<file path="src/rtl/id_ex_hazard_stage_if.sv">
// ID-to-EX stage bundle: decoded ID fields and flush in, registered EX fields and stall controls out.
// The master side is the surrounding pipeline; the slave side is the ID/EX stage itself.
interface id_ex_hazard_stage_if;
    logic [4:0]  IDrs;
    logic [4:0]  IDrt;
    logic [4:0]  IDrd;
    logic        IDUsesRt;
    logic [31:0] IDReadData1;
    logic [31:0] IDReadData2;
    logic [31:0] IDImm;
    logic        IDRegWrite;
    logic        IDMemRead;
    logic        IDMemWrite;
    logic        IDMemToReg;
    logic        IDALUSrc;
    logic        IDRegDst;
    logic [3:0]  IDALUOp;
    logic        Flush;

    logic [4:0]  EXrs;
    logic [4:0]  EXrt;
    logic [4:0]  EXrd;
    logic [31:0] EXReadData1;
    logic [31:0] EXReadData2;
    logic [31:0] EXImm;
    logic        EXRegWrite;
    logic        EXMemRead;
    logic        EXMemWrite;
    logic        EXMemToReg;
    logic        EXALUSrc;
    logic        EXRegDst;
    logic [3:0]  EXALUOp;
    logic        EXValid;
    logic        Stall;
    logic        PCWrite;
    logic        IFIDWrite;

    modport master (
        output IDrs, IDrt, IDrd, IDUsesRt, IDReadData1, IDReadData2, IDImm,
               IDRegWrite, IDMemRead, IDMemWrite, IDMemToReg, IDALUSrc, IDRegDst, IDALUOp, Flush,
        input  EXrs, EXrt, EXrd, EXReadData1, EXReadData2, EXImm,
               EXRegWrite, EXMemRead, EXMemWrite, EXMemToReg, EXALUSrc, EXRegDst, EXALUOp,
               EXValid, Stall, PCWrite, IFIDWrite
    );

    modport slave (
        input  IDrs, IDrt, IDrd, IDUsesRt, IDReadData1, IDReadData2, IDImm,
               IDRegWrite, IDMemRead, IDMemWrite, IDMemToReg, IDALUSrc, IDRegDst, IDALUOp, Flush,
        output EXrs, EXrt, EXrd, EXReadData1, EXReadData2, EXImm,
               EXRegWrite, EXMemRead, EXMemWrite, EXMemToReg, EXALUSrc, EXRegDst, EXALUOp,
               EXValid, Stall, PCWrite, IFIDWrite
    );
endinterface

</file>
<file path="src/rtl/id_ex_hazard_stage.sv">
// ID/EX pipeline register with load-use hazard detection; a hazard holds PC and IF/ID for
// STALL_CYCLES cycles while bubbles enter EX. Flush squashes ID and overrides any stall.
module id_ex_hazard_stage #(
    parameter int unsigned STALL_CYCLES = 1
) (
    input logic                 Clk,
    input logic                 Rst,
    id_ex_hazard_stage_if.slave bus
);

    typedef enum logic [0:0] {StRun, StHold} state_e;

    typedef struct packed {
        logic [4:0]  rs;
        logic [4:0]  rt;
        logic [4:0]  rd;
        logic [31:0] read_data1;
        logic [31:0] read_data2;
        logic [31:0] imm;
        logic        reg_write;
        logic        mem_read;
        logic        mem_write;
        logic        mem_to_reg;
        logic        alu_src;
        logic        reg_dst;
        logic [3:0]  alu_op;
        logic        valid;
    } ex_fields_t;

    // First cycle of a hazard is spent in RUN, so HOLD covers the remaining STALL_CYCLES-1.
    localparam logic [2:0] HoldInit = (STALL_CYCLES > 1) ? 3'(STALL_CYCLES - 2) : 3'd0;

    state_e     state_q;
    logic [2:0] cnt_q;
    ex_fields_t ex_q;
    ex_fields_t id_fields;
    logic       hazard;
    logic       stall;

    assign id_fields = '{
        rs:         bus.IDrs,
        rt:         bus.IDrt,
        rd:         bus.IDrd,
        read_data1: bus.IDReadData1,
        read_data2: bus.IDReadData2,
        imm:        bus.IDImm,
        reg_write:  bus.IDRegWrite,
        mem_read:   bus.IDMemRead,
        mem_write:  bus.IDMemWrite,
        mem_to_reg: bus.IDMemToReg,
        alu_src:    bus.IDALUSrc,
        reg_dst:    bus.IDRegDst,
        alu_op:     bus.IDALUOp,
        valid:      1'b1
    };

    // $zero never carries a load result, so a zero EXrt can not create a dependency.
    assign hazard = ex_q.mem_read && (ex_q.rt != 5'd0) &&
                    ((ex_q.rt == bus.IDrs) || (bus.IDUsesRt && (ex_q.rt == bus.IDrt)));

    always_comb begin
        stall = 1'b0;
        case (state_q)
            StRun:   stall = hazard && !bus.Flush;
            StHold:  stall = !bus.Flush;
            default: stall = 1'b0;
        endcase
    end

    always_ff @(posedge Clk or posedge Rst) begin
        if (Rst) begin
            state_q <= StRun;
            cnt_q   <= 3'd0;
            ex_q    <= '0;
        end else if (bus.Flush) begin
            state_q <= StRun;
            cnt_q   <= 3'd0;
            ex_q    <= '0;
        end else begin
            case (state_q)
                StRun: begin
                    if (hazard) begin
                        ex_q <= '0;
                        if (STALL_CYCLES > 1) begin
                            state_q <= StHold;
                            cnt_q   <= HoldInit;
                        end
                    end else begin
                        ex_q <= id_fields;
                    end
                end
                StHold: begin
                    ex_q <= '0;
                    if (cnt_q == 3'd0) begin
                        state_q <= StRun;
                    end else begin
                        cnt_q <= cnt_q - 3'd1;
                    end
                end
                default: begin
                    state_q <= StRun;
                    cnt_q   <= 3'd0;
                    ex_q    <= '0;
                end
            endcase
        end
    end

    assign bus.EXrs        = ex_q.rs;
    assign bus.EXrt        = ex_q.rt;
    assign bus.EXrd        = ex_q.rd;
    assign bus.EXReadData1 = ex_q.read_data1;
    assign bus.EXReadData2 = ex_q.read_data2;
    assign bus.EXImm       = ex_q.imm;
    assign bus.EXRegWrite  = ex_q.reg_write;
    assign bus.EXMemRead   = ex_q.mem_read;
    assign bus.EXMemWrite  = ex_q.mem_write;
    assign bus.EXMemToReg  = ex_q.mem_to_reg;
    assign bus.EXALUSrc    = ex_q.alu_src;
    assign bus.EXRegDst    = ex_q.reg_dst;
    assign bus.EXALUOp     = ex_q.alu_op;
    assign bus.EXValid     = ex_q.valid;
    assign bus.Stall       = stall;
    assign bus.PCWrite     = !stall;
    assign bus.IFIDWrite   = !stall;

endmodule
</file>
<file path="src/flat_wrapper.sv">
// flat-port wrapper written by rule: the top's interface ports become plain ports
module id_ex_hazard_stage_flat 
#(
    parameter int unsigned STALL_CYCLES = 1
)
  (Clk, Rst, bus_IDrs, bus_IDrt, bus_IDrd, bus_IDUsesRt, bus_IDReadData1, bus_IDReadData2, bus_IDImm, bus_IDRegWrite, bus_IDMemRead, bus_IDMemWrite, bus_IDMemToReg, bus_IDALUSrc, bus_IDRegDst, bus_IDALUOp, bus_Flush, bus_EXrs, bus_EXrt, bus_EXrd, bus_EXReadData1, bus_EXReadData2, bus_EXImm, bus_EXRegWrite, bus_EXMemRead, bus_EXMemWrite, bus_EXMemToReg, bus_EXALUSrc, bus_EXRegDst, bus_EXALUOp, bus_EXValid, bus_Stall, bus_PCWrite, bus_IFIDWrite);
  id_ex_hazard_stage_if bus_i ();
  input logic Clk;
  input logic Rst;
  input wire logic [$bits(bus_i.IDrs)-1:0] bus_IDrs;
  input wire logic [$bits(bus_i.IDrt)-1:0] bus_IDrt;
  input wire logic [$bits(bus_i.IDrd)-1:0] bus_IDrd;
  input wire logic [$bits(bus_i.IDUsesRt)-1:0] bus_IDUsesRt;
  input wire logic [$bits(bus_i.IDReadData1)-1:0] bus_IDReadData1;
  input wire logic [$bits(bus_i.IDReadData2)-1:0] bus_IDReadData2;
  input wire logic [$bits(bus_i.IDImm)-1:0] bus_IDImm;
  input wire logic [$bits(bus_i.IDRegWrite)-1:0] bus_IDRegWrite;
  input wire logic [$bits(bus_i.IDMemRead)-1:0] bus_IDMemRead;
  input wire logic [$bits(bus_i.IDMemWrite)-1:0] bus_IDMemWrite;
  input wire logic [$bits(bus_i.IDMemToReg)-1:0] bus_IDMemToReg;
  input wire logic [$bits(bus_i.IDALUSrc)-1:0] bus_IDALUSrc;
  input wire logic [$bits(bus_i.IDRegDst)-1:0] bus_IDRegDst;
  input wire logic [$bits(bus_i.IDALUOp)-1:0] bus_IDALUOp;
  input wire logic [$bits(bus_i.Flush)-1:0] bus_Flush;
  output wire logic [$bits(bus_i.EXrs)-1:0] bus_EXrs;
  output wire logic [$bits(bus_i.EXrt)-1:0] bus_EXrt;
  output wire logic [$bits(bus_i.EXrd)-1:0] bus_EXrd;
  output wire logic [$bits(bus_i.EXReadData1)-1:0] bus_EXReadData1;
  output wire logic [$bits(bus_i.EXReadData2)-1:0] bus_EXReadData2;
  output wire logic [$bits(bus_i.EXImm)-1:0] bus_EXImm;
  output wire logic [$bits(bus_i.EXRegWrite)-1:0] bus_EXRegWrite;
  output wire logic [$bits(bus_i.EXMemRead)-1:0] bus_EXMemRead;
  output wire logic [$bits(bus_i.EXMemWrite)-1:0] bus_EXMemWrite;
  output wire logic [$bits(bus_i.EXMemToReg)-1:0] bus_EXMemToReg;
  output wire logic [$bits(bus_i.EXALUSrc)-1:0] bus_EXALUSrc;
  output wire logic [$bits(bus_i.EXRegDst)-1:0] bus_EXRegDst;
  output wire logic [$bits(bus_i.EXALUOp)-1:0] bus_EXALUOp;
  output wire logic [$bits(bus_i.EXValid)-1:0] bus_EXValid;
  output wire logic [$bits(bus_i.Stall)-1:0] bus_Stall;
  output wire logic [$bits(bus_i.PCWrite)-1:0] bus_PCWrite;
  output wire logic [$bits(bus_i.IFIDWrite)-1:0] bus_IFIDWrite;
  assign bus_i.IDrs = bus_IDrs;
  assign bus_i.IDrt = bus_IDrt;
  assign bus_i.IDrd = bus_IDrd;
  assign bus_i.IDUsesRt = bus_IDUsesRt;
  assign bus_i.IDReadData1 = bus_IDReadData1;
  assign bus_i.IDReadData2 = bus_IDReadData2;
  assign bus_i.IDImm = bus_IDImm;
  assign bus_i.IDRegWrite = bus_IDRegWrite;
  assign bus_i.IDMemRead = bus_IDMemRead;
  assign bus_i.IDMemWrite = bus_IDMemWrite;
  assign bus_i.IDMemToReg = bus_IDMemToReg;
  assign bus_i.IDALUSrc = bus_IDALUSrc;
  assign bus_i.IDRegDst = bus_IDRegDst;
  assign bus_i.IDALUOp = bus_IDALUOp;
  assign bus_i.Flush = bus_Flush;
  assign bus_EXrs = bus_i.EXrs;
  assign bus_EXrt = bus_i.EXrt;
  assign bus_EXrd = bus_i.EXrd;
  assign bus_EXReadData1 = bus_i.EXReadData1;
  assign bus_EXReadData2 = bus_i.EXReadData2;
  assign bus_EXImm = bus_i.EXImm;
  assign bus_EXRegWrite = bus_i.EXRegWrite;
  assign bus_EXMemRead = bus_i.EXMemRead;
  assign bus_EXMemWrite = bus_i.EXMemWrite;
  assign bus_EXMemToReg = bus_i.EXMemToReg;
  assign bus_EXALUSrc = bus_i.EXALUSrc;
  assign bus_EXRegDst = bus_i.EXRegDst;
  assign bus_EXALUOp = bus_i.EXALUOp;
  assign bus_EXValid = bus_i.EXValid;
  assign bus_Stall = bus_i.Stall;
  assign bus_PCWrite = bus_i.PCWrite;
  assign bus_IFIDWrite = bus_i.IFIDWrite;
  id_ex_hazard_stage #(.STALL_CYCLES(STALL_CYCLES)) u_core (.Clk(Clk), .Rst(Rst), .bus(bus_i));
endmodule
</file>
<file path="config.mk">
export PLATFORM = sky130hd
export DESIGN_NAME = id_ex_hazard_stage_flat
export DESIGN_NICKNAME = d
export VERILOG_FILES = /design/src/rtl/id_ex_hazard_stage_if.sv /design/src/rtl/id_ex_hazard_stage.sv /design/src/flat_wrapper.sv
export SDC_FILE = /design/constraint.sdc
export NUM_CORES = 1
export LEC_CHECK = 0
export ABC_AREA = 0
export BUFFER_PORTS_ARGS = -buffer_cell sky130_fd_sc_hd__buf_2
export CAP_MARGIN = 10
export CELL_PAD_IN_SITES_DETAIL_PLACEMENT = 0
export CELL_PAD_IN_SITES_GLOBAL_PLACEMENT = 1
export CORE_MARGIN = 5
export CORE_UTILIZATION = 40
export CTS_BUF_LIST = sky130_fd_sc_hd__clkbuf_8
export CTS_CLUSTER_SIZE = 14
export DETAILED_ROUTE_END_ITERATION = 8
export PLACE_DENSITY = 0.87
export RECOVER_POWER = 50
export SYNTH_ARGS = -nofsm -noshare
export SYNTH_HDL_FRONTEND = slang
export SYNTH_SLANG_ARGS = --single-unit
</file>
<file path="constraint.sdc">
create_clock -name Clk -period 9.45 [get_ports Clk]
set_input_delay 0.4725 -clock Clk [delete_from_list [all_inputs] [get_ports Clk]]
set_output_delay 0.4725 -clock Clk [all_outputs]
set_load 0.05 [all_outputs]
</file>
== After elaboration in Yosys (flattened, before gate mapping) ==
Cells that the tools add are included.

* Add/subtract/negate cells: 1
* Reduce and logical (&&, ||, !) cells: 11
* Eq/ne operators: 3
* Muxes and demuxes: 10
* Bitwise gates (word level): 1

{| class="wikitable"
|+ Operators by type and width
! operator !! number
|-
| two-way mux 122 bit || 2
|-
| case mux 122 bit (2 select lines) || 1
|-
| == test 5 bit || 2
|-
| two-way mux 3 bit || 3
|-
| nonzero test 5 bit || 1
|-
| logical AND 1 bit || 4
|-
| logical NOT 3 bit || 1
|-
| two-way mux 1 bit || 3
|-
| subtractor 3 x 1 -> 3 bit, second input constant || 1
|-
| logical NOT 1 bit || 2
|-
| != test 2 bit, second input constant || 1
|-
| case mux 1 bit (2 select lines) || 1
|-
| AND reduction 2 bit || 1
|-
| nonzero test 2 bit || 1
|-
| logical OR 1 bit || 1
|-
| NOT 1 bit || 1
|}

* Register bits: 126
* Logic and storage cells: 42
* Output and inout bits: 125

== Longest topological paths before layout ==
Gate-level depths: netlist (run 1).

* Depth in word-level cells: 7
* Gate-level depth with buffers: 7

== Worst setup path after synthesis (run 1) ==
No wires, ideal clock.

* Path kind: reg-to-output
* Start: reg u_core.ex_q (netlist bit u_core.bus.EXrt[3])
* End: out bus_PCWrite
* Required time: 8.977 ns
* Buffers on the path: 3
* Cell stages (with the launch flop): 7
* Path slack: 5.984 ns
* Arrival time: 2.993 ns
* Path through: dfrtp_1 or4_1 o21a_4 buf_6 buf_6 a31oi_1 buf_4

* Word-level cells in the longest chain between the ends: 7

{| class="wikitable"
|+ RTL lines
! what !! RTL line !! RTL
|-
| start, declared || id_ex_hazard_stage.sv:35 || <nowiki>ex_fields_t ex_q;</nowiki>
|-
| start signal, assigned || id_ex_hazard_stage.sv:89 || <nowiki>ex_q <= id_fields;</nowiki>
|-
| == test 5 bit || id_ex_hazard_stage.sv:59 || <nowiki>((ex_q.rt == bus.IDrs) || (bus.IDUsesRt && (ex_q.rt == bus.IDrt)));</nowiki>
|-
| logical AND 1 bit || id_ex_hazard_stage.sv:59 ||
|-
| logical OR 1 bit || id_ex_hazard_stage.sv:59 ||
|-
| logical AND 1 bit * || id_ex_hazard_stage.sv:58 || <nowiki>assign hazard = ex_q.mem_read && (ex_q.rt != 5'd0) &&</nowiki>
|-
| logical AND 1 bit * || id_ex_hazard_stage.sv:64 || <nowiki>StRun: stall = hazard && !bus.Flush;</nowiki>
|-
| case mux 1 bit (2 select lines) * || id_ex_hazard_stage.sv:63 || <nowiki>case (state_q)</nowiki>
|-
| logical NOT 1 bit * || - ||
|-
| end, declared || flat_wrapper.sv:40 || <nowiki>output wire logic [$bits(bus_i.PCWrite)-1:0] bus_PCWrite;</nowiki>
|}

Every way passes the cells marked *; elsewhere a longest branch is shown, timed or not.

== Worst setup path after layout (run 1) ==
* Start: in bus_Flush
* End: reg u_core.ex_q (netlist bit u_core.bus.EXALUOp[2])

* Word-level cells in the longest chain between the ends: 1

{| class="wikitable"
|+ RTL lines
! what !! RTL line !! RTL
|-
| start, declared || flat_wrapper.sv:24 || <nowiki>input wire logic [$bits(bus_i.Flush)-1:0] bus_Flush;</nowiki>
|-
| two-way mux 122 bit || id_ex_hazard_stage.sv:75 || <nowiki>end else if (bus.Flush) begin</nowiki>
|}

No other way between the ends.
A chain may end at the register's enable or synchronous reset.

==> metrics.md, run 1 <==
| Metric | Value |
|---|---|
| Worst reg2reg startpoint | `u_core.bus.EXrt[4]$_DFF_PP0_` |
| Unrepaired setup endpoints after global routing | `false` |
| Synth Area in Compound Gates | `26.9%` |
| Final #Nets | `just over 800` |
| Post-synthesis cell area | `between 0.005 and 0.006 sq mm` |
| Pwr Density | `176 mW/mm^2` |
| CP Capture Type | `flop` |
| Crit Path Max Fanout | `80` |
| Die area | `between 0.015 and 0.02 sq mm` |
| Vias | `4441` |
| Startpoint type of the worst setup path | `input pin` |
| Max Fclk | `176 MHz` |
| Critical Path AT | `5740 ps` |
| Max VDD drop | `between 0.00005 and 0.00006 V` |
| Count of cell types in the netlist | `26` |
| Reg clk slew, reported paths | `70 ps` |
| Number of synthesized flops with an enable pin | `0` |
| Post-DP Area | `around 0.007 sq mm` |
| Fraction of registers with async set/reset | `100%` |
| I/O pin cnt | `250` |
| Die Ht | `129 um` |
| DR vias/cell | `5.10` |
| Number of max-cap violations | `3` |
| Crit Path Class | `input pin to flop` |
| Mapped Cells | `between 400 and 500` |
| Final hold violation count | `0` |
| Design Area, Final | `~0.0071 sq mm` |
| Vias in the first global route | `roughly 4400` |
| CTS tree | `done` |
| Initial Util | `40.7%` |
| Resized cells post-CTS | `0` |
| First-pass GRT wire length | `22700 um` |
| N_diodes | `0` |
| Gpl congestion | `0.787` |
| Post-synthesis mux area share | `0.199%` |
| Area growth, synth to finish | `25.0%` |
| PnR Total Power | `roughly 0.0012 W` |
| Outcome | `finished with violations` |
| Yosys Warn Count | `0` |
| Worst hold slack | `255 ps` |
| Antenna-violating nets left | `0` |
| Reg2reg path depth | `4` |
| Area contributors post-synth | `dfrtp_1 (56%), a2111oi_2 (14%), a2111oi_0 (9.9%)` |
| Largest area contributor in the netlist | `dfrtp_1` |
| DR WL/cell | `between 15 and 20 um` |
| TritonCTS buffer count | `17` |
| Htree depth | `4` |
| Setup Fix Bufs, Post-CTS | `0` |
| Violated checks | `capacitance limit, slew limit` |
| Final Setup Violations | `0` |
| Setup ws final | `3780 ps` |
| DRT Pass-1 Iters | `4` |
| Post-Synth XOR/XNOR Area | `1.70%` |
| Sink Count | `126` |
| Slew Limit Fails | `about 180` |
| Row count | `43` |
| CTS root buffer | `clkbuf_8` |
| Top FF cell, synth | `dfrtp_1` |
| CTS Buffer Depth | `2` |
| Slew HR | `-179%` |
| Die width | `129 um` |
| Crit path time final | `~5700 ps` |
| Final WL | `14600 um` |
| FF-to-FF End | `u_core.bus.EXALUOp[1]$_DFF_PP0_` |
| Net Count, Synth | `about 590` |
| Total grt overflow | `0` |
| HP Class | `input pin to flop` |
| Final setup TNS | `0 ps` |
| Max Clock Skew | `8.20 ps` |
| DRC errors left | `0` |
| Largest family of logic cells by synthesized area | `compound AO/OA/AOI/OAI gates` |
| Initial antenna violation count | `0` |
| Leak pwr | `3.37 nW` |
| Final period util | `60.0%` |
| Worst hold endpoint | `u_core.bus.EXALUOp[0]$_DFF_PP0_` |
| Adder-Cell Fraction of Synth Area | `0.443%` |
| Post-Synth Simple-Gate Area | `0.996%` |
| Initial DRC count | `371` |
| R2R Setup Slk | `6780 ps` |
| Sequential-to-total area share from yosys stat | `between 50% and 60%` |
| Hold Startpoint | `bus_IDALUOp[0]` |
| Dpl hpwl | `9860 um` |
| #FFs+latches synth | `126` |
| Synth top area share | `55.8%` |
| Place WS | `6830 ps` |
| Hold-fix buffers, CTS | `0` |
| Worst hold stages | `3` |
| Synth top cells by count | `dfrtp_1 (126), inv_1 (126), a2111oi_0 (64), a2111oi_2 (53), clkbuf_1 (34)` |
| CORE AREA | `approximately 0.014 sq mm` |
| Critical Path RT | `9520 ps` |
| Fraction of layout cells with a size suffix above 1 | `31.8%` |
| Largest net degree at the start of global routing | `just over 80` |
| Slew @ Worst Pin | `4190 ps` |
| Skew-Pair Late Insertion Delay | `430 ps` |
| Post-Syn Area per Cell | `12.3 sq um` |
| Tot GR Track Use | `17.4%` |
| PortBufs | `249` |
==> registers in the layout, summed over array words and instances, names as in the netlist, 3 cells and up <==
signal,count
u_core.bus.EXImm,32
u_core.bus.EXALUOp,4
u_core.bus.EXrs,5
u_core.bus.EXrd,5
u_core.cnt_q,3
u_core.bus.EXReadData2,32
u_core.bus.EXrt,5
u_core.bus.EXReadData1,32
==> cells in the final DEF, fill, tap and decap left out, types with 2 or more instances in the layout <==
master,n
buf_4,5
nand2_1,3
ha_1,2
clkbuf_8,20
inv_1,129
a2111oi_4,4
a2111oi_0,64
xnor2_1,11
buf_2,126
dfrtp_1,125
nor2_1,4
clkinv_2,3
a2111oi_2,53
clkbuf_1,124
==> kinds of logic (layout without fill, tap and decap cells) <==
group | count (synthesis) | in the layout
muxes | 1 | 1
xor gates and xnor gates | 11 | 11
and+or+nand+nor | 12 | 12
adders and majority gates | 2 | 2
buffers and inverters | 181 | 411
AOI/OAI and AO/OA | 128 | 128
DFF | 126 | 126
==> how the worst max path moves through the flow <==
| stage | slack, ps | cells past startpoint | to | startpoint |
|---|---|---|---|---|
| 2_1_floorplan | 5620 | 1 | u_core.bus.EXALUOp[0]$_DFF_PP0_ | Rst |
| 3_3_place_gp | 6890 | 7 | bus_Stall | bus_IDrs[4] |
| 3_5_place_dp | 6830 | 7 | bus_Stall | bus_IDrs[4] |
| 4_1_cts | 6460 | 4 | bus_PCWrite | u_core.bus.EXrt[3]$_DFF_PP0_ |
| 5_1_grt | 3350 | 3 | u_core.bus.EXALUOp[2]$_DFF_PP0_ | bus_Flush |
| 6_report | 3780 | 3 | u_core.bus.EXALUOp[2]$_DFF_PP0_ | bus_Flush |
==> per-stage QoR <==
stage          instances  utilization, %
6_report             871            50.9
5_1_grt              871            50.9
4_1_cts              871            52.1
3_5_place_dp         841            49.5
3_3_place_gp         841            49.5
2_1_floorplan        461               -
==> where the power goes <==
part	internal (W)	leakage, nW	switching [W]	total, W
logic	0.0000567	1.55	0.000187	0.000244
registers	0.000568	1.63	0.0000109	0.000579
clock network	0.000221	0.195	0.000200	0.000421
==> critical path: stages <==
cell       delay (ps)
clkbuf_1         1790
clkbuf_1         3050
a2111oi_0         350
==> cell type report <==
| type | count | area [sq um] |
|---|---|---|
| Clock buffer | 20 | 275 |
| Clock inverter | 10 | 76.3 |
| Fill cell | 1344 | 6820 |
| Inverter | 126 | 474 |
| Multi-Input combinational cell | 154 | 1720 |
| Sequential cell | 126 | 3160 |
| Tap cell | 180 | 225 |
| Timing Repair Buffer | 255 | 1130 |
==> routing by layer <==
metal	wire length (um)	up-vias	track usage [%]
li1	-	2062	-
met1	5940	2158	23.1
met4	282	0	6.79
met3	1320	24	5.35
met5	0	-	0
met2	7090	197	26.9
(Power assumes the default switching activity.)
==> inputs of run 2 (changes only) <==
Settings changed: CORE_UTILIZATION 40 to 37, PLACE_DENSITY 0.87 to 0.81.
Clock period 9.45 ns to 5.9 ns, I/O delays scaled along.
==> run 2 against run 1 <==
Largest power group unchanged. Final cell count grew 1.1%. Worst setup slack lost 1000 ps. Sequential share of layout area shrank 0.45 points. Register-to-register slack lost 3600 ps. Cell area grew 1.0%. Sequential power grew 60%. The flow still finishes with violations (capacitance limit, slew limit). Die area grew 7.5%. Clock skew grew 4.4 ps. Worst hold slack lost 170 ps. Non-clock buffer count is the same.
==> metrics.md, run 2 (synthesis results as in run 1) <==
| Metric | Value |
|---|---|
| Commonest non-fill, non-tap cell in the layout | `inv_1` |
| PortBufs | `249` |
| First-pass GRT wire length | `24300 um` |
| Max Fclk | `316 MHz` |
| FF-to-FF End | `u_core.bus.EXALUOp[1]$_DFF_PP0_` |
| Resized cells post-CTS | `0` |
| Total grt overflow | `0` |
| Antenna-violating nets left | `0` |
| CP Capture Type | `asynchronous set/reset pin` |
| Startpoint type of the worst setup path | `input pin` |
| Slew HR | `-80.8%` |
| Clock share of power | `37.1%` |
| Vias in the first global route | `4486` |
| Kind of cell adding the most delay to the critical path | `buffers and inverters` |
| Dpl cells | `849` |
| Setup Fix Bufs, Post-CTS | `0` |
| Initial antenna violation count | `0` |
| Final setup TNS | `0 ps` |
| Layout Cells excl Fill | `between 800 and 900` |
| DR WL/cell | `17.2 um` |
| FF/Latch Area | `0.00316 sq mm` |
| Crit path buffers/inverters | `3` |
| Unrepaired setup endpoints after global routing | `false` |
| Area growth, synth to finish | `26.3%` |
| Final #Nets | `about 810` |
| Net switching power | `0.000659 W` |
| Most frequent cells in the layout | `inv_1 (127), buf_2 (126), dfrtp_1 (125)` |
| Seq pwr share | `between 40% and 50%` |
| N_diodes | `0` |
| Slowest-stage cell, CP | `clkinvlp_2` |
| Design Area, Final | `0.00714 sq mm` |
| I/O pin cnt | `250` |
| Post-DP Area | `0.00688 sq mm` |
| CP max stage delay | `around 1500 ps` |
| Initial Util | `between 30 and 40%` |
| PnR Total Power | `0.00209 W` |
| Worst setup endpoint | `u_core.bus.EXReadData2[5]$_DFF_PP0_` |
| CTS root buffer | `clkbuf_8` |
| Tot GR Track Use | `16.9%` |
| Die area | `roughly 0.018 sq mm` |
| Critical Path AT | `around 3400 ps` |
| CORE AREA | `around 0.015 sq mm` |
| Max Clock Skew | `12.6 ps` |
| Pwr Density | `293 mW/mm^2` |
| Dpl hpwl | `9950 um` |
| CTS Buffer Depth | `2` |
| Reg2reg path depth | `4` |
| Worst reg2reg startpoint | `u_core.bus.EXrt[3]$_DFF_PP0_` |
| Vias | `between 4000 and 5000` |
| Outcome | `finished with violations` |
| Violated checks | `capacitance limit, slew limit` |
| Final core occ | `47.3%` |
| Fraction of layout cells with a size suffix above 1 | `32.6%` |
| Sink Count | `126` |
| Crit path time final | `3160 ps` |
| DRC errors left | `0` |
| Setup crit start | `Rst` |
| Reg clk slew, reported paths | `70 ps` |
| Slew @ Worst Pin | `between 2000 and 3000 ps` |
| Critical Path RT | `6140 ps` |
| Final Setup Violations | `0` |
| R2R Setup Slk | `about 3200 ps` |
| DRT Pass-1 Iters | `4` |
| Filler Cell Count | `1481` |
| Gpl congestion | `0.791` |
| Max VDD drop | `0.000127 V` |
| Initial DRC count | `roughly 250` |
| Leak pwr | `3.40 nW` |
| Logic gate share of total power | `a little under a fifth` |
| Crit Path Max Fanout | `67` |
| Sw Ratio | `31.5%` |
| Crit path cell chain | `buf_2 -> clkinvlp_2 -> clkbuf_2` |
| Hold-fix buffers, CTS | `0` |
| CP Depth | `3` |
| Multi-input logic area | `0.00172 sq mm` |
| Die Ht | `134 um` |
| Row count | `45` |
| Final hold violation count | `0` |
| Slew Limit Fails | `around 130` |
| Htree depth | `4` |
| Die width | `134 um` |
| Skew-Pair Late Insertion Delay | `430 ps` |
| Internal | `0.00143 W` |
| Final WL | `15200 um` |
| TritonCTS buffer count | `17` |
| Largest net degree at the start of global routing | `86` |
| Crit Path Class | `input pin to asynchronous set/reset pin` |
| HP Class | `input pin to flop` |
| Number of max-cap violations | `2` |
| CTS tree | `done` |
| DR vias/cell | `5.03` |
| Final period util | `between 50 and 60%` |
## run 2: changes by cell type in the layout (fill, tap and decap cells not counted)
cell	delta
bufinv_16	+2
clkbuf_1	-2
clkinv_2	+2
inv_1	-2
buf_4	+1
clkbuf_2	+1
clkbuf_8	-1
clkinv_4	+1
## run 2: worst min-delay path by stage
stage / slack (ps) / cells after the start / startpoint / end
floorplan: 420 / 2 / bus_IDALUOp[0] / u_core.bus.EXALUOp[0]$_DFF_PP0_
global placement: 480 / 2 / Rst / u_core.bus.EXReadData2[19]$_DFF_PP0_
detailed placement: 490 / 2 / Rst / u_core.bus.EXReadData2[19]$_DFF_PP0_
CTS: 2 / 2 / Rst / u_core.cnt_q[2]$_DFFE_PP0P_
global route: 50 / 3 / bus_IDrd[4] / u_core.bus.EXrd[4]$_DFF_PP0_
finish: 90 / 3 / bus_IDImm[3] / u_core.bus.EXImm[3]$_DFF_PP0_
## run 2: area by class of cell
class | instances | area share [%]
Sequential cell | 126 | 44.2
Multi-Input combinational cell | 154 | 24.1
Timing Repair Buffer | 255 | 16.0
Inverter | 126 | 6.64
Clock buffer | 19 | 3.66
Tap cell | 188 | 3.30
Clock inverter | 13 | 2.07
## run 2: worst register-to-register path, delay by kind of cell (launching register included)
family	cells	cell delay (ps)
DFF	1	420
AOI/OAI and AO/OA	2	960
and+or+nand+nor	1	570
buffers and inverters	1	580
## run 2: stage by stage
stage | hold slack (ps) | worst slack [ps]
floorplan | 415 | 2250
global placement | 476 | 3360
detailed placement | 490 | 3290
CTS | 1.80 | 3020
global route | 52.7 | 1970
finish | 85.9 | 2740
## run 2: routing by layer
metal / part of all wire, % / GRT usage, %
met2: 47 / 25.3
met4: 2.6 / 7.83
met3: 7.9 / 5.63
met5: 0 / 0
met1: 43 / 22.3
## run 2: power by group through the flow
stage	registers, W	logic, W	clock network (W)
after global placement	0.000941	0.000402	0
after detailed placement	0.000940	0.000408	0
after global routing	0.000930	0.000417	0.000836
after floorplan	0.00110	0.000129	0
final	0.000926	0.000389	0.000774
after CTS	0.000925	0.000409	0.000798
==> inputs of run 3 (changes only) <==
Settings changed: ABC_AREA 0 to 1, CORE_UTILIZATION 37 to 33.
Clock period 5.9 ns to 3 ns, I/O delays scaled along.
==> run 3 against run 2 <==
The flow finishes with violations (capacitance limit). Critical path type unchanged. Worst hold slack improved by 390 ps. First-iteration DRC count decreased by 52%. Largest cell class unchanged. Critical endpoint is now u_core.bus.EXImm[29]$_DFF_PP0_. Sequential share of layout area decreased by 1.4 points.
==> metrics.md, run 3 <==
| Metric | Value |
|---|---|
| Outcome | `finished with violations` |
| Violated checks | `capacitance limit` |
| Slew HR | `0.891%` |
| Mapped Cells | `approximately 450` |
| Slew @ Worst Pin | `roughly 1500 ps` |
| Internal | `0.00295 W` |
| Initial antenna violation count | `0` |
| Skew-Pair Late Insertion Delay | `420 ps` |
| Critical Path AT | `2620 ps` |
| #FFs+latches synth | `126` |
| DR WL/cell | `13.2 um` |
| Max Clock Skew | `around 7.4 ps` |
| DR vias/cell | `3.97` |
| R2R Setup Slk | `slightly below 1000 ps` |
| Final period util | `73.0%` |
| Number of synthesized flops with an enable pin | `0` |
| Sink Count | `between 100 and 150` |
| Post-Syn Area per Cell | `9.94 sq um` |
| Crit Path Class | `input pin to asynchronous set/reset pin` |
| Crit path time final | `2190 ps` |
| CTS tree | `done` |
| Crit path cell chain | `dlygate4sd3_1 -> buf_2 -> clkinvlp_2 -> clkbuf_4` |
| First-pass GRT wire length | `21400 um` |
| Number of max-cap violations | `1` |
| Final Setup Violations | `0` |
| HP Class | `input pin to flop` |
| Final core occ | `55.4%` |
| Final hold violation count | `0` |
| Worst reg2reg startpoint | `u_core.bus.EXrt[4]$_DFF_PP0_` |
| Largest net degree at the start of global routing | `68` |
| Fraction of layout cells with a size suffix above 1 | `19.4%` |
| CP Capture Type | `asynchronous set/reset pin` |
| Clock share of power | `37.1%` |
| Max Fclk | `around 460 MHz` |
| Area contributors post-synth | `dfrtp_1 (70%), inv_1 (11%), nor2_1 (11%)` |
| Synth top area share | `70.2%` |
| FF-to-FF End | `u_core.bus.EXReadData2[5]$_DFF_PP0_` |
| Die area | `0.0160 sq mm` |
| Dpl hpwl | `9140 um` |
| Startpoint type of the worst setup path | `input pin` |
| I/O pin cnt | `250` |
| Gpl congestion | `0.871` |
| Fraction of registers with async set/reset | `100%` |
| Tot GR Track Use | `about 17%` |
| Seq pwr share | `44.0%` |
| Initial Util | `33.8%` |
| Hold Startpoint | `bus_IDImm[2]` |
| Vias | `4045` |
| CORE AREA | `between 0.01 and 0.015 sq mm` |
| Worst hold endpoint | `u_core.bus.EXImm[2]$_DFF_PP0_` |
| Die Ht | `between 100 and 150 um` |
| Net Count, Synth | `579` |
| PnR Total Power | `0.00413 W` |
| Net switching power | `0.00118 W` |
| Reg2reg path depth | `10` |
| Final #Nets | `~960` |
| Slowest-stage cell, CP | `clkbuf_4` |
| DRC errors left | `0` |
| Gr busiest metal | `met2` |
| Critical Path RT | `3430 ps` |
| Synth top cells by count | `inv_1 (133), nor2_1 (129), dfrtp_1 (126), nand2_1 (33), buf_6 (9)` |
| Leak pwr | `4.11 nW` |
| CP max stage delay | `900 ps` |
| Top FF cell, synth | `dfrtp_1` |
| Slew Limit Fails | `0` |
| Yosys Warn Count | `0` |
| Area growth, synth to finish | `64.0%` |
| Max VDD drop | `0.000272 V` |
| Final WL | `13500 um` |
| Unrepaired setup endpoints after global routing | `false` |
| Setup Fix Bufs, Post-CTS | `0` |
| Vias in the first global route | `between 4000 and 5000` |
| Filler Cell Count | `1225` |
| Logic gate share of total power | `18.9%` |
| Post-synthesis cell area | `between 0.004 and 0.005 sq mm` |
| Resized cells post-CTS | `0` |
| Multi-input logic area | `706 sq um` |
| M3 GR Usage | `5.97%` |
| CTS root buffer | `clkbuf_8` |
| FF/Latch Area | `between 0.003 and 0.004 sq mm` |
| N_diodes | `0` |
| CTS Buffer Depth | `2` |
| Sw Ratio | `about 28%` |
| Htree depth | `4` |
| Die width | `127 um` |
| Most frequent cells in the layout | `inv_1 (137), buf_2 (130), nor2_1 (129)` |
| PortBufs | `249` |
| Worst hold stages | `4` |
| DRT Pass-1 Iters | `4` |
| Most common cell in the netlist | `inv_1` |
| Largest area contributor in the netlist | `dfrtp_1` |
| Count of cell types in the netlist | `16` |
| Commonest non-fill, non-tap cell in the layout | `inv_1` |
| Row count | `42` |
| Total grt overflow | `0` |
| TritonCTS buffer count | `17` |
| Final setup TNS | `0 ps` |
| Layout Cells excl Fill | `1020` |
| Crit Path Max Fanout | `67` |
| Initial DRC count | `120` |
| GR Layer Usage met1 | `17.8%` |
| Grt met2 use | `slightly above 30%` |
| Dpl cells | `866` |
| Reg clk slew, reported paths | `70 ps` |
| Pwr Density | `560 mW/mm^2` |
| Antenna-violating nets left | `0` |
| Sequential-to-total area share from yosys stat | `70.2%` |
==> run 3: critical path, delay by kind of cell <==
| kind | cells | cell delay (ps) |
|---|---|---|
| buffers and inverters | 4 | 2390 |
==> run 3: worst max path at each step <==
stage / start / slack, ps / endpoint
floorplan: u_core.bus.EXrt[1]$_DFF_PP0_ / 910 / bus_Stall
global placement: u_core.bus.EXrt[4]$_DFF_PP0_ / 1020 / u_core.bus.EXReadData2[4]$_DFF_PP0_
detailed placement: u_core.bus.EXrt[4]$_DFF_PP0_ / 970 / u_core.bus.EXReadData1[0]$_DFF_PP0_
CTS: u_core.bus.EXrt[4]$_DFF_PP0_ / 950 / u_core.bus.EXReadData1[0]$_DFF_PP0_
global route: Rst / 380 / u_core.bus.EXImm[25]$_DFF_PP0_
finish: Rst / 810 / u_core.bus.EXImm[29]$_DFF_PP0_
==> run 3: layer usage <==
layer  routed length, um  share of wire (%)
met1                4980                 37
met5                   0                  0
met4                 381                2.8
met2                7050                 52
met3                1080                8.0
==> run 3: metrics by stage <==
| step | setup slack (ps) | cell area, sq um | hold slack [ps] |
|---|---|---|---|
| 2_1_floorplan | 907 | 4500 | 238 |
| 3_3_place_gp | 1020 | 5890 | 307 |
| 3_5_place_dp | 968 | 5890 | 334 |
| 4_1_cts | 952 | 7530 | 408 |
| 5_1_grt | 380 | 7370 | 451 |
| 6_report | 810 | 7370 | 476 |
==> run 3: cells by family after synthesis <==
group / Yosys count / synth area share [%]
simple gates: 166 / 14.0
buf+inv: 150 / 14.2
flops: 126 / 70.2
compound gates: 7 / 0.807
fa+ha+maj: 2 / 0.557
xor+xnor: 1 / 0.195
==> run 3: power groups by stage <==
stage / registers, W / logic [W] / clock network, W
global route: 0.00183 / 0.000838 / 0.00165
CTS: 0.00182 / 0.000813 / 0.00158
global placement: 0.00184 / 0.000677 / 0
floorplan: 0.00217 / 0.000146 / 0
finish: 0.00182 / 0.000780 / 0.00153
detailed placement: 0.00185 / 0.000686 / 0
==> run 3: cell type report <==
cell class,count,share of cell area [%]
clock buffers,19,3.55
clock inverters,12,2.09
inverters,136,6.94
multi-input cells,176,9.58
flip-flops and latches,126,42.8
well taps,176,2.99
repair buffers,375,32.1
==> run 3: timing repair <==
action,in CTS,in global routing
hold endpoints to repair,154,0
setup endpoints to repair,0,0
hold buffers,123,0
